<file path="config.mk">
export PLATFORM = sky130hd
export DESIGN_NAME = jt1943_rom_arb
export DESIGN_NICKNAME = d
export VERILOG_FILES = /design/src/rtl/jt1943_rom_pkg.sv /design/src/rtl/jt1943_rom_slot.sv /design/src/rtl/jt1943_rom_arb.sv
export SDC_FILE = /design/constraint.sdc
export NUM_CORES = 1
export LEC_CHECK = 0
export ABC_CLOCK_PERIOD_IN_PS = 6600
export BUFFER_PORTS_ARGS = -buffer_cell sky130_fd_sc_hd__buf_2
export CAP_MARGIN = 20
export CORE_MARGIN = 3
export CORE_UTILIZATION = 30
export CTS_BUF_LIST = sky130_fd_sc_hd__clkbuf_8
export CTS_CLUSTER_SIZE = 12
export DETAILED_ROUTE_END_ITERATION = 10
export HOLD_SLACK_MARGIN = 0.03
export SYNTH_ARGS = -nofsm -noshare
export SYNTH_HDL_FRONTEND = slang
export SYNTH_HIERARCHICAL = 1
export SYNTH_SLANG_ARGS = --single-unit
</file>
<file path="constraint.sdc">
create_clock -name clk -period 6.6 [get_ports clk]
set_input_delay 0.66 -clock clk [delete_from_list [all_inputs] [get_ports clk]]
set_output_delay 0.66 -clock clk [all_outputs]
set_load 0.02 [all_outputs]
</file>
<file path="src/rtl/jt1943_rom_pkg.sv">
// rtl/jt1943_rom_pkg.sv - shared types and defaults for the ROM arbiter
// Contents:
//   arb_state_t  : arbiter FSM states
//   TOUT_DEFAULT : default data_rdy watchdog limit in cycles
package jt1943_rom_pkg;

  typedef enum logic [1:0] {
    IDLE      = 2'd0,
    WAIT_ACK  = 2'd1,
    WAIT_DATA = 2'd2
  } arb_state_t;

  localparam int TOUT_DEFAULT = 63;

endpackage

</file>
<file path="src/rtl/jt1943_rom_slot.sv">
// rtl/jt1943_rom_slot.sv - single-entry ROM cache for one requester
// Ports:
//   clk, rst       : clock, synchronous active-high reset (clears everything)
//   flush          : clears the valid bit only (loop reset / download)
//   cs, addr       : requester strobe and word address
//   wr_en          : store wr_tag/wr_data and mark the entry valid
//   wr_tag/wr_data : tag and word for the write port
//   inval          : clear the valid bit (watchdog abort)
//   ok             : entry is valid and matches the requested address
//   dout           : cached word
module jt1943_rom_slot
  import jt1943_rom_pkg::*;
#(
  parameter int AW = 22
) (
  input  logic          clk,
  input  logic          rst,
  input  logic          flush,
  input  logic          cs,
  input  logic [AW-1:0] addr,
  input  logic          wr_en,
  input  logic          inval,
  input  logic [AW-1:0] wr_tag,
  input  logic [31:0]   wr_data,
  output logic          ok,
  output logic [31:0]   dout
);

  logic          valid;
  logic [AW-1:0] tag;

  // Flush outranks a same-cycle write so an aborted transfer never lands.
  always_ff @(posedge clk) begin
    if (rst) begin
      valid <= 1'b0;
      tag   <= '0;
      dout  <= '0;
    end else if (flush) begin
      valid <= 1'b0;
    end else if (wr_en) begin
      valid <= 1'b1;
      tag   <= wr_tag;
      dout  <= wr_data;
    end else if (inval) begin
      valid <= 1'b0;
    end
  end

  // Gated by rst so a stale valid bit cannot leak out during reset.
  assign ok = ~rst & cs & valid & (addr == tag);

endmodule

</file>
<file path="src/rtl/jt1943_rom_arb.sv">
// rtl/jt1943_rom_arb.sv - fixed-priority ROM cache arbiter in front of an SDRAM controller
// Ports:
//   clk, rst             : clock, synchronous active-high reset
//   loop_rst             : frame loop reset, aborts the transfer and flushes the caches
//   downloading          : ROM download active, arbiter held idle and flushed
//   slot_cs/slot_addr    : per-slot request and word address (slot n at [n*AW+:AW])
//   slot_ok/slot_dout    : per-slot hit flag and cached word
//   sdram_req/sdram_addr : request and address towards the SDRAM controller
//   sdram_ack            : controller accepted the request
//   data_rdy/data_read   : returned read word
//   refresh_en           : controller may refresh (idle, nothing pending)
module jt1943_rom_arb
  import jt1943_rom_pkg::*;
#(
  parameter int SLOTS = 5,
  parameter int AW    = 22,
  parameter int TOUT  = TOUT_DEFAULT
) (
  input  logic              clk,
  input  logic              rst,
  input  logic              loop_rst,
  input  logic              downloading,
  input  logic [SLOTS-1:0]    slot_cs,
  input  logic [SLOTS*AW-1:0] slot_addr,
  output logic [SLOTS-1:0]    slot_ok,
  output logic [SLOTS*32-1:0] slot_dout,
  output logic              sdram_req,
  output logic [AW-1:0]     sdram_addr,
  input  logic              sdram_ack,
  input  logic              data_rdy,
  input  logic [31:0]       data_read,
  output logic              refresh_en
);

  localparam int GW = (SLOTS > 1) ? $clog2(SLOTS) : 1;
  localparam int WW = $clog2(TOUT + 2);

  arb_state_t       state;
  logic [GW-1:0]    grant;
  logic [WW-1:0]    wdog;
  logic [SLOTS-1:0] pending;
  logic             any_pend;
  logic [GW-1:0]    next_gnt;
  logic [AW-1:0]    next_addr;
  logic             abort;
  logic             wr_hit;
  logic             tout_hit;

  assign pending  = slot_cs & ~slot_ok;
  assign abort    = loop_rst | downloading;
  assign wr_hit   = (state == WAIT_DATA) & data_rdy;
  assign tout_hit = (state == WAIT_DATA) & ~data_rdy & (wdog == WW'(TOUT));

  // Lowest pending index wins; the address mux uses constant indices only.
  always_comb begin
    any_pend  = 1'b0;
    next_gnt  = '0;
    next_addr = '0;
    for (int i = 0; i < SLOTS; i++) begin
      if (pending[i] && !any_pend) begin
        any_pend  = 1'b1;
        next_gnt  = GW'(i);
        next_addr = slot_addr[i*AW +: AW];
      end
    end
  end

  always_ff @(posedge clk) begin
    if (rst) begin
      state      <= IDLE;
      sdram_req  <= 1'b0;
      sdram_addr <= '0;
      grant      <= '0;
      wdog       <= '0;
    end else if (abort) begin
      state     <= IDLE;
      sdram_req <= 1'b0;
      wdog      <= '0;
    end else begin
      case (state)
        IDLE: begin
          if (any_pend) begin
            grant      <= next_gnt;
            sdram_addr <= next_addr;
            sdram_req  <= 1'b1;
            state      <= WAIT_ACK;
          end
        end
        WAIT_ACK: begin
          if (sdram_ack) begin
            sdram_req <= 1'b0;
            wdog      <= '0;
            state     <= WAIT_DATA;
          end
        end
        WAIT_DATA: begin
          if (data_rdy || tout_hit) begin
            state <= IDLE;
          end else begin
            wdog <= wdog + WW'(1);
          end
        end
        default: state <= IDLE;
      endcase
    end
  end

  // The write goes under the tag latched at grant time, not the live address.
  for (genvar n = 0; n < SLOTS; n++) begin : g_slot
    jt1943_rom_slot #(.AW(AW)) u_slot (
      .clk     (clk),
      .rst     (rst),
      .flush   (abort),
      .cs      (slot_cs[n]),
      .addr    (slot_addr[n*AW +: AW]),
      .wr_en   (wr_hit & (grant == GW'(n))),
      .inval   (tout_hit & (grant == GW'(n))),
      .wr_tag  (sdram_addr),
      .wr_data (data_read),
      .ok      (slot_ok[n]),
      .dout    (slot_dout[n*32 +: 32])
    );
  end

  assign refresh_en = (state == IDLE) & ~any_pend & ~rst & ~abort;

endmodule

</file>
Word-level counts from Yosys, hierarchy flattened

Index checks and enable logic that the tools add are counted.
Widths: inputs -> output; s select.

Register bits: 310
Word-level logic and storage cells: 137
Bits of input ports: 153

Bitwise gates (word level): 38
Add/sub/neg operators: 1
Reductions and logical operators: 28
Equal/unequal tests: 16
Multiplexer cells: 34

Operators with widths:

| cell                | count |
|---|---|
| $eq 22x22->1        | 5 |
| $mux 22             | 5 |
| $and 1x1->1         | 31 |
| $mux 1              | 18 |
| $mux 7              | 2 |
| $pmux 7 s2          | 1 |
| $reduce_bool 2->1   | 7 |
| $reduce_and 3->1    | 4 |
| $reduce_and 2->1    | 5 |
| $mux 3              | 3 |
| $add 7x1->7 const B | 1 |
| $eq 7x6->1 const B  | 1 |
| $eq 3x2->1 const B  | 2 |
| $mux 2              | 3 |
| $ne 2x2->1 const B  | 3 |
| $pmux 2 s3          | 1 |
| $and 5x5->5         | 1 |
| $not 5->5           | 1 |
| $logic_and 1x1->1   | 4 |
| $logic_not 1->1     | 4 |
| $not 1->1           | 4 |
| $eq 3x1->1 const B  | 1 |
| $eq 3x3->1 const B  | 1 |
| $logic_not 3->1     | 1 |
| 8 further kinds     | 8 |

Depth between registers and ports, before layout

Gate-level depths: netlist of run 1.

Depth in word-level cells: 23
Depth in mapped cells: 11
Mapped depth without buffers: 9

By module

The synthesis of run 1 kept the hierarchy.

By module, submodules not included:

| module          | cells each | seq. area each (um^2) | instances | area an instance (um^2) |
|---|---|---|---|---|
| jt1943_rom_slot | 271        | 1101.1                | 5         | 2148.3 |
| jt1943_rom_arb  | 238        | 700.7                 | 1         | 2104.5 |

Least setup slack after synthesis of run 1

Ideal clock, no wire load.

Path type: input -> output
Start: input port slot_addr[12]
End: output port refresh_en
Slack: 3.362 ns
Path buffers: 1
Arrival: 2.578 ns
Data required time: 5.940 ns
Stages: 8
Path through: xor2_1 > nor4_2 > nand4_1 > nor4_2 > nand2b_4 > and3_1 > buf_6 > and3_1

Word-level cells in the longest chain between the ends: 21

RTL lines:

| element                     | line                  | RTL |
|---|---|---|
| start, declared             | jt1943_rom_arb.sv:24  | `input logic [SLOTS*AW-1:0] slot_addr,` |
| $eq 22x22->1 *              | jt1943_rom_slot.sv:50 | `assign ok = ~rst & cs & valid & (addr == tag);` |
| $and 1x1->1 *               | jt1943_rom_slot.sv:50 |  |
| via slot_ok[0]              | jt1943_rom_arb.sv:25  | `output logic [SLOTS-1:0] slot_ok,` |
| $not 5->5 *                 | jt1943_rom_arb.sv:49  | `assign pending = slot_cs & ~slot_ok;` |
| $and 5x5->5 *               | jt1943_rom_arb.sv:49  |  |
| $mux 1 *                    | jt1943_rom_arb.sv:60  | `if (pending[i] && !any_pend) begin` |
| $logic_not 1->1             | jt1943_rom_arb.sv:60  |  |
| $logic_and 1x1->1           | jt1943_rom_arb.sv:60  |  |
| (+4 left out)               | n/a                   |  |
| $logic_not 1->1             | jt1943_rom_arb.sv:60  |  |
| $logic_and 1x1->1           | jt1943_rom_arb.sv:60  |  |
| $mux 1 *                    | jt1943_rom_arb.sv:60  |  |
| $logic_not 1->1             | jt1943_rom_arb.sv:60  |  |
| $logic_and 1x1->1           | jt1943_rom_arb.sv:60  |  |
| $mux 1 *                    | jt1943_rom_arb.sv:60  |  |
| $not 1->1 *                 | jt1943_rom_arb.sv:125 | `assign refresh_en = (state == IDLE) & ~any_pend & ~rst & ~abort;` |
| $and 1x1->1 * (3 in series) | jt1943_rom_arb.sv:125 |  |
| end, declared               | jt1943_rom_arb.sv:32  | `output logic refresh_en` |

Mark *: on every way through the listed nets, which the timed path passes. The rest lies on a longest branch.

Worst setup path after layout of run 1

Start: register g_slot[0].u_slot.tag[21]
End: output port refresh_en

Word-level cells in the longest chain between the ends: 21

RTL lines:

| element                     | line                  | RTL |
|---|---|---|
| start, declared             | jt1943_rom_slot.sv:30 | `logic [AW-1:0] tag;` |
| start signal, assigned      | jt1943_rom_slot.sv:42 | `tag <= wr_tag;` |
| $eq 22x22->1 *              | jt1943_rom_slot.sv:50 |  |
| $and 1x1->1 *               | jt1943_rom_slot.sv:50 |  |
| $not 5->5 *                 | jt1943_rom_arb.sv:49  |  |
| $and 5x5->5 *               | jt1943_rom_arb.sv:49  |  |
| $mux 1 *                    | jt1943_rom_arb.sv:60  |  |
| $logic_not 1->1             | jt1943_rom_arb.sv:60  |  |
| $logic_and 1x1->1           | jt1943_rom_arb.sv:60  |  |
| $mux 1 *                    | jt1943_rom_arb.sv:60  |  |
| (+3 left out)               | n/a                   |  |
| $logic_not 1->1             | jt1943_rom_arb.sv:60  |  |
| $logic_and 1x1->1           | jt1943_rom_arb.sv:60  |  |
| $mux 1 *                    | jt1943_rom_arb.sv:60  |  |
| $logic_not 1->1             | jt1943_rom_arb.sv:60  |  |
| $logic_and 1x1->1           | jt1943_rom_arb.sv:60  |  |
| $mux 1 *                    | jt1943_rom_arb.sv:60  |  |
| $not 1->1 *                 | jt1943_rom_arb.sv:125 |  |
| $and 1x1->1 * (3 in series) | jt1943_rom_arb.sv:125 |  |

Mark *: on every way between the ends. The rest lies on a longest branch, timed or not.

==> impl_metrics.ini, run 1 <==
[power_and_ir_drop]
p_sw_mw = 1.030
netSwitchingFraction_pct = 25.52
powerDensity_nw_per_um2 = 251.6
p_leak_nw = 6.306
clkPwrFrac_pct = 46.5
ir_drop_uv = 143.4
p_int_mw = 3.006
p_seq_share_pct = 47.2
combPwrFrac_pct = 6.3

[final_layout]
layout_common_cells = nand2_1, buf_2, dfxtp_1, a21oi_1, clkbuf_8
multi_input_area_um2 = 6136
drive_gt1_share_pct = 24.76
final_area_um2 = 16040
finalNetCount = 2052
n_fill_cell = 4428
mostFrequentLayoutCell = nand2_1
syn2layout_area_growth_pct = 24.90
seq_area_um2 = 6206

[outcome]
status = finished, final reports clean

[drt]
postRouteAntennaNets = 0
vias_per_cell = 5.151
drtIter0Drc = 1081
dr.pass1.iters = 6
vias = 12785
wl_um = 50550
drcViolationCount = 0
wl_per_cell_um = 20.37

[grt]
grt_use_total_pct = 21.28
grt_use_met1_pct = 27.42
met3_usage_pct = 5.304
use_met2_pct = 33.83
grt_pass1_vias = 12124
antenna_found_initial = 11
grt_max_degree = 128
grt_overflow = 0
top_usage_layer = met2
grt_pass1_wl_um = 73660

[sta]
period_minus_slack_ns = 3.856
timing.final.ws_setup_ns = 2.744
tightest_slew_ns = 0.9894
min_period_over_period_pct = 58.43
clock_skew_ns = 0.05235
slew_viol_final = 0
slew_headroom_pct = 34.04
fin_setup_tns_ns = 0
setup_violations = 0
final_hold_viol_count = 0
rsz0062_at_grt = false
fmaxAchievable_ghz = 0.2593

[synthesis]
synth_warnings = 6
syn_inst = 1593
ys_seq_area_share_pct = 48.31
syn-num-nets = 1747
ys_ff_latch = 310
synth-edff-count = 0
synth_area_um2 = 12850
synth.avg_cell_area_um2 = 8.064
synth_cell_type_count = 50
async_reset_ff_share_pct = 0
ys.flop_type = dfxtp_1

[clocking]
htreeDepth = 2
cts_made_buffers = 55
cts_setup_buffers = 0
cts_buffer_depth = 3
hold_buffers = 0
clock_latency_ns = 0.66
clock_sinks = 310
postCtsResizedCells = 0
path_clk_slew_ns = 0.06
cts_tree = done
root_buffer = clkbuf_8

[critical_path]
crit_arrival_ns = 3.20
startpoint_type = register
timing.rr.start = g_slot[0].u_slot/tag[21]$_SDFFE_PP0P_
reg2reg_depth = 10
reg2reg_slack_ns = 3.07
crit_top_cell = and3_1
r2r_end = sdram_addr[14]$_SDFFE_PP0P_
crit_fanout = 10
slowest_delay_ns = 0.43
path_class = register to output port
worstSetupEndpointType = output port
crit_end = refresh_en
slowest_stage = nor4_1
crit_path_start = g_slot[0].u_slot/tag[21]$_SDFFE_PP0P_
cp.required_ns = 5.94
path_cells = xor2_1, nor4_1, nand4_1, nor4_2, nand2b_4, and3_1, and3_1, buf_2

[floorplanning]
die_y_um = 212.9
placementRows = 75
die_x_um = 212.9
design.core.area_um2 = 42130
start_util_pct = 30.49
dieArea_um2 = 45340
ios = 342

[placement]
place_area_um2 = 14880
dpl.hpwl_um = 35080
gp_congestion = 1.000
dp_slack_ns = 2.717
io_buffers = 341

[min_path]
hold_class = input port to register

[job]
drv_cap = 0
-- layer usage --
layer	vias to the layer above	part of all wire, %	wire [um]
li1	5964	-	-
met1	6091	41	20870
met2	582	46	23220
met3	142	8.4	4226
met4	6	4.3	2192
met5	-	0.079	40
-- worst min-delay path by stage --
stage,slack [ns],cells past startpoint,from,endpoint
CTS,0.24,2,sdram_ack,state[0]$_SDFFE_PP0P_
global route,0.26,2,sdram_ack,state[0]$_SDFFE_PP0P_
global placement,0.44,2,g_slot[2].u_slot/dout[26]$_SDFFE_PP0P_,g_slot[2].u_slot/dout[26]$_SDFFE_PP0P_
finish,0.29,3,data_read[0],g_slot[3].u_slot/dout[0]$_SDFFE_PP0P_
floorplan,0.44,2,wdog[6]$_SDFFE_PP0P_,wdog[6]$_SDFFE_PP0P_
detailed placement,0.44,2,g_slot[0].u_slot/dout[0]$_SDFFE_PP0P_,g_slot[0].u_slot/dout[0]$_SDFFE_PP0P_
-- through the flow --
step	instances	power [mW]	utilization (%)	hold slack (ns)
after floorplan	1593	2.049	-	0.4413
after global placement	2380	2.192	35.32	0.4401
after detailed placement	2380	2.194	35.32	0.4430
after CTS	2478	4.088	38.05	0.2393
after global routing	2481	4.185	38.07	0.2625
final	2482	4.036	38.08	0.2864
-- sequential cells by signal (all words and copies together), names as in the netlist --
| name | flops |
|---|---|
| g_slot.u_slot/dout | 160 |
| g_slot.u_slot/tag | 110 |
| g_slot.u_slot/valid | 5 |
| sdram_addr | 22 |
| wdog | 7 |
| state | 2 |
| grant | 3 |
| sdram_req | 1 |
-- critical path: cells and delay by family, from the launching register on --
kind | cells | cell delay (ns)
xor+xnor | 1 | 0.17
buf+inv | 1 | 0.19
simple gates | 6 | 1.86
flops | 1 | 0.33
-- power groups by stage --
stage	logic (mW)	clock network [mW]	registers, mW
floorplan	0.108	0	1.94
CTS	0.252	1.93	1.90
global placement	0.249	0	1.94
finish	0.256	1.88	1.90
global route	0.270	2.01	1.90
detailed placement	0.250	0	1.94
-- Yosys cell counts (4+ instances only) --
cell type	instances	area, um2
a21o_1	19	142.6
buf_6	5	56.30
dfxtp_1	310	6206
xor2_1	45	394.1
buf_2	64	320.3
nor2_1	20	75.07
nor4_1	8	50.05
o22ai_1	19	118.9
nor2b_1	6	37.54
nand4_1	20	125.1
nand2_1	551	2068
clkbuf_1	40	150.1
nand2b_1	12	75.07
nand3_1	9	45.04
nor3_2	5	50.05
inv_1	8	30.03
a222oi_1	20	200.2
xnor2_1	70	613.1
a21oi_1	284	1421
nor4_2	10	125.1
nor3_1	11	55.05
a22oi_1	20	150.1
a211oi_1	4	30.03
-- logic make-up after synthesis --
group	count (synthesis)	share of synthesized area (%)
simple gates	668	22.24
compound gates	381	17.10
flops	310	48.31
buf+inv	117	4.334
xor+xnor	115	7.841
mux	1	0.07792
fa+ha+maj	1	0.09738
-- layout make-up --
class | count | area share, %
clock buffers | 71 | 6.091
flip-flops and latches | 310 | 38.68
multi-input cells | 1166 | 38.24
repair buffers | 357 | 11.44
clock inverters | 27 | 1.092
diodes | 4 | 0.06239
inverters | 8 | 0.1872
well taps | 539 | 4.203
Power figures use the tool's default switching activity.
==> run 2: changes to the inputs <==
ABC_CLOCK_PERIOD_IN_PS = 3250   (was 6600)
clock period = 3.25 ns   (was 6.6 ns; I/O delays follow)
==> run 2 against run 1 <==
Net effect:
- design area up 4.1%
- sequential share of layout area is 1.5 points lower
- total power rose by 100%
- critical path depth is 2 higher
- sequential power up 100%
- non-clock buffer count is 57 higher
==> impl_metrics.ini, run 2 (synthesized netlist as in run 1, its figures left out) <==
[floorplanning]
dieArea_um2 = 45340
die_y_um = 212.9
start_util_pct = 30.49
ios = 342
placementRows = 75
die_x_um = 212.9
design.core.area_um2 = 42130

[clocking]
path_clk_slew_ns = 0.06
root_buffer = clkbuf_8
cts_buffer_depth = 3
clock_sinks = 310
cts_tree = done
htreeDepth = 2
clock_latency_ns = 0.65
cts_made_buffers = 55

[drt]
vias = 12947
wl_um = 50850
postRouteAntennaNets = 0
drcViolationCount = 0
drtIter0Drc = 1396
dr.pass1.iters = 7
wl_per_cell_um = 20.04
vias_per_cell = 5.103

[final_layout]
mostFrequentLayoutCell = nand2_1
final_area_um2 = 16710
largest_reg_flops = 160
syn2layout_area_growth_pct = 30.05
n_fill_cell = 4310
layout_common_cells = nand2_1, buf_2, dfxtp_1, a21oi_1, xnor2_1
drive_gt1_share_pct = 25.21
regMostFlops = g_slot.u_slot/dout
largestRegisters = g_slot.u_slot/dout (160), g_slot.u_slot/tag (110), sdram_addr (22)
finalNetCount = 2110

[sta]
final_hold_viol_count = 0
min_period_over_period_pct = 97.82
slew_headroom_pct = 40.06
period_minus_slack_ns = 3.179
fmaxAchievable_ghz = 0.3145
fin_hold_ws_ns = 0.09246
slew_viol_final = 0
tightest_slew_ns = 0.8991
setup_violations = 0
clock_skew_ns = 0.04753
timing.final.ws_setup_ns = 0.07082

[power_and_ir_drop]
p_leak_nw = 6.638
powerDensity_nw_per_um2 = 488.9
ir_drop_uv = 300.6
finalPower_mw = 8.167

[placement]
dpl.hpwl_um = 35420
dp_slack_ns = 0.1156
place_area_um2 = 15060
gp_congestion = 0.8976
io_buffers = 341

[critical_path]
startpoint_type = register
crit_arrival_ns = 3.73
path_class = register to register
crit_fanout = 17
cp.required_ns = 3.80
reg2reg_slack_ns = 0.07
worstSetupEndpointType = register

[min_path]
hold_class = input port to register

[grt]
grt_pass1_wl_um = 73780
grt_overflow = 0
grt_max_degree = 113
grt_pass1_vias = 12205
antenna_found_initial = 10
grt_use_total_pct = 21.32

[job]
drv_cap = 0

[outcome]
status = finished, final reports clean
[run 2: cell count changes in the layout (fill, tap and decap cells not counted), moves of 3 or more]
| cell | previous run | this run |
|---|---|---|
| buf_12 | 0 | 6 |
| buf_4 | 16 | 30 |
| clkbuf_8 | 72 | 68 |
| dlygate4sd3_1 | 0 | 37 |
| nor4_1 | 8 | 5 |
| nor4_4 | 0 | 3 |
[run 2: repair_timing]
| item | CTS | global route |
|---|---|---|
| resized for setup | 5 | 7 |
| buffers inserted | 1 | 4 |
| hold endpoints to repair | 177 | 0 |
| cloned | 0 | 1 |
| setup endpoints to repair | 1 | 3 |
| hold buffers | 37 | 0 |
| pin swaps | 2 | 9 |
[run 2: per-layer routing]
layer / track usage, % / wire [um]
met1: 27.98 / 21250
met2: 34.33 / 23470
met3: 4.819 / 4410
met4: 8.006 / 1674
met5: 0 / 45
[run 2: worst max-delay path, cell delays in order (launching register included)]
cell and delay (ns):
dfxtp_1 0.32, xor2_1 0.17, nor4_2 0.30, nand4_1 0.19, nor4_4 0.34, buf_4 0.16
and2b_1 0.27, buf_4 0.25, a222oi_1 0.76, o22ai_1 0.14, a21o_1 0.18
[run 2: stage by stage]
stage	TNS, ns	instances	util, %
finish	0	2537	39.65
global route	-0.02784	2537	39.65
CTS	0	2528	39.37
detailed placement	0	2394	35.75
global placement	0	2394	35.75
floorplan	0	1593	-
[run 2: cell type report]
type | count | area, um2 | area share [%]
Antenna cell | 3 | 7.507 | 0.04494
Clock buffer | 67 | 922.1 | 5.520
Clock inverter | 29 | 201.4 | 1.206
Inverter | 8 | 30.03 | 0.1797
Multi-Input combinational cell | 1167 | 6211 | 37.18
Sequential cell | 310 | 6206 | 37.15
Tap cell | 539 | 674.4 | 4.037
Timing Repair Buffer | 414 | 2454 | 14.69
[run 2: worst paths after layout]
| kind | start | to | cells past startpoint |
|---|---|---|---|
| min | slot_addr[30] | sdram_addr[8]$_SDFFE_PP0P_ | 4 |
| min reg2reg | g_slot[2].u_slot/dout[15]$_SDFFE_PP0P_ | g_slot[2].u_slot/dout[15]$_SDFFE_PP0P_ | 2 |
| max | g_slot[0].u_slot/tag[12]$_SDFFE_PP0P_ | sdram_addr[10]$_SDFFE_PP0P_ | 10 |
| max reg2reg | g_slot[0].u_slot/tag[12]$_SDFFE_PP0P_ | sdram_addr[10]$_SDFFE_PP0P_ | 10 |
[run 2: report_power, final]
group / internal [mW] / switching, mW / leakage [nW]
Combinational: 0.223 / 0.357 / 3.50
Sequential: 3.82 / 0.0471 / 2.50
Clock: 2.03 / 1.69 / 0.642
==> run 3: changes to the inputs <==
CTS_BUF_LIST = sky130_fd_sc_hd__clkbuf_2   (was sky130_fd_sc_hd__clkbuf_8)
REMOVE_ABC_BUFFERS = 1   (was not set)
==> run 3 against run 2 <==
Net effect:
- the run now ends with setup timing left
- hold slack better by 0.089 ns
- setup slack worse by 0.37 ns
- routed wire length grew 5.1%
- largest power group unchanged
- sequential share of layout area is 3.0 points lower
- final cell count up 8.9%
- highest routed layer unchanged
- utilization rose by 3.5 points
- clock power shrank 21%
- total power fell by 7.6%
==> impl_metrics.ini, run 3 (synthesized netlist as in run 1, its figures left out) <==
[final_layout]
largest_reg_flops = 160
final_area_um2 = 18190
finalNetCount = 2312
layout_common_cells = nand2_1, buf_2, dfxtp_1, a21oi_1, dlygate4sd3_1
syn2layout_area_growth_pct = 41.58
largestRegisters = g_slot.u_slot/dout (160), g_slot.u_slot/tag (110), sdram_addr (22)
drive_gt1_share_pct = 26.95
mostFrequentLayoutCell = nand2_1
stdcell_count = 2762
regMostFlops = g_slot.u_slot/dout

[critical_path]
reg2reg_depth = 10
reg2reg_slack_ns = -0.03
startpoint_type = register
cp.required_ns = 2.92
path_class = register to output port
crit_arrival_ns = 3.23
r2r_end = sdram_addr[10]$_SDFFE_PP0P_
worstSetupEndpointType = output port
crit_fanout = 2
timing.rr.start = g_slot[1].u_slot/tag[4]$_SDFFE_PP0P_

[outcome]
status = finished with violations
violations = setup timing

[power_and_ir_drop]
ir_drop_uv = 258.5
p_leak_nw = 7.355
powerDensity_nw_per_um2 = 414.9

[sta]
slew_headroom_pct = 24.92
slew_viol_final = 0
final_hold_viol_count = 0
timing.final.ws_setup_ns = -0.3002
period_minus_slack_ns = 3.550
clock_skew_ns = 0.1196
setup_violations = 7
fin_setup_tns_ns = -0.3928
tightest_slew_ns = 1.126
fin_hold_ws_ns = 0.1812
fmaxAchievable_ghz = 0.2817
rsz0062_at_grt = true
min_period_over_period_pct = 109.2

[grt]
grt_overflow = 0
top_usage_layer = met2
grt_pass1_vias = 13726
grt_use_total_pct = 22.58
antenna_found_initial = 9
grt_use_met1_pct = 26.72
use_met2_pct = 36.98
met3_usage_pct = 7.890
grt_pass1_wl_um = 78520
grt_max_degree = 102

[drt]
dr.pass1.iters = 6
vias = 13791
wl_per_cell_um = 19.34
drtIter0Drc = 1292
postRouteAntennaNets = 0
wl_um = 53420
vias_per_cell = 4.993
drcViolationCount = 0

[job]
drv_cap = 0

[placement]
place_area_um2 = 15140
gp_congestion = 0.8887
io_buffers = 341
dp.cells = 2406
dpl.hpwl_um = 34780

[clocking]
path_clk_slew_ns = 0.10
clock_sinks = 310
clock_latency_ns = 1.06
cts_tree = done
root_buffer = clkbuf_2
htreeDepth = 3
cts_made_buffers = 88
cts_buffer_depth = 3

[min_path]
hold_class = input port to register
hp-start = data_read[10]
holdPathStages = 4
hold-path-endpoint = g_slot[0].u_slot/dout[10]$_SDFFE_PP0P_

[floorplanning]
dieArea_um2 = 45340
ios = 342
die_x_um = 212.9
die_y_um = 212.9
start_util_pct = 30.49
design.core.area_um2 = 42130
placementRows = 75
run 3: cell count changes in the layout (fill, tap and decap cells not counted), sizes merged:
cell	delta
dlygate4sd3	+150
clkinv	+11
inv	-16
and3	-1
diode	+1
dlymetal6s4s	+3
buf	+17
clkbuf	+60
run 3: timing repair:
item | in CTS | in global routing
cloned | 0 | 1
endpoints found under the hold margin | 259 | 1
setup endpoints to repair | 5 | 30
resized for setup | 33 | 27
setup buffers | 11 | 6
hold buffers | 188 | 2
pin swaps | 14 | 17
run 3: area by class of cell:
cell class	count	area (um2)
fillers	4221	23950
flip-flops and latches	310	6220
diodes	4	10.01
clock inverters	24	150.1
clock buffers	127	635.6
multi-input cells	1166	6351
repair buffers	584	4116
well taps	539	674.4
inverters	8	30.03
run 3: worst max-delay path by stage:
stage,startpoint,endpoint,cells after the start
after detailed placement,slot_addr[19],sdram_addr[11]$_SDFFE_PP0P_,10
after global placement,slot_addr[65],sdram_addr[19]$_SDFFE_PP0P_,10
final,g_slot[4].u_slot/tag[21]$_SDFFE_PP0P_,refresh_en,10
after floorplan,slot_addr[78],sdram_addr[0]$_SDFFE_PP0P_,9
after CTS,g_slot[0].u_slot/tag[21]$_SDFFE_PP0P_,refresh_en,8
after global routing,g_slot[4].u_slot/tag[21]$_SDFFE_PP0P_,refresh_en,10
run 3: worst max-delay path, cell delays in order (launching register included):
cell	delay [ns]
dfxtp_2	0.35
xor2_2	0.17
nor4_2	0.32
buf_4	0.16
nand4_1	0.14
nor4_2	0.28
nand2b_4	0.21
buf_6	0.09
nor2b_4	0.14
and3_4	0.20
buf_6	0.12
run 3: routing by layer:
metal / up-vias / routed length [um] / part of all wire (%)
met5: - / 57 / 0.11
met4: 10 / 1910 / 3.6
met3: 120 / 5397 / 10
met2: 657 / 24850 / 47
met1: 6494 / 21200 / 40
li1: 6510 / - / -
run 3: stage by stage:
stage / utilization, % / setup slack [ns] / power [mW]
floorplan: - / -0.1615 / 4.108
global placement: 35.93 / 0.09577 / 4.454
detailed placement: 35.93 / 0.02517 / 4.457
CTS: 42.75 / -0.4065 / 7.614
global route: 43.15 / -0.4700 / 7.907
finish: 43.17 / -0.3002 / 7.546
run 3: report_power, final:
part           switching [mW]  total (mW)  internal, mW
combinational           0.397       0.755         0.358
sequential             0.0376        3.85          3.81
clock                    1.74        2.94          1.20
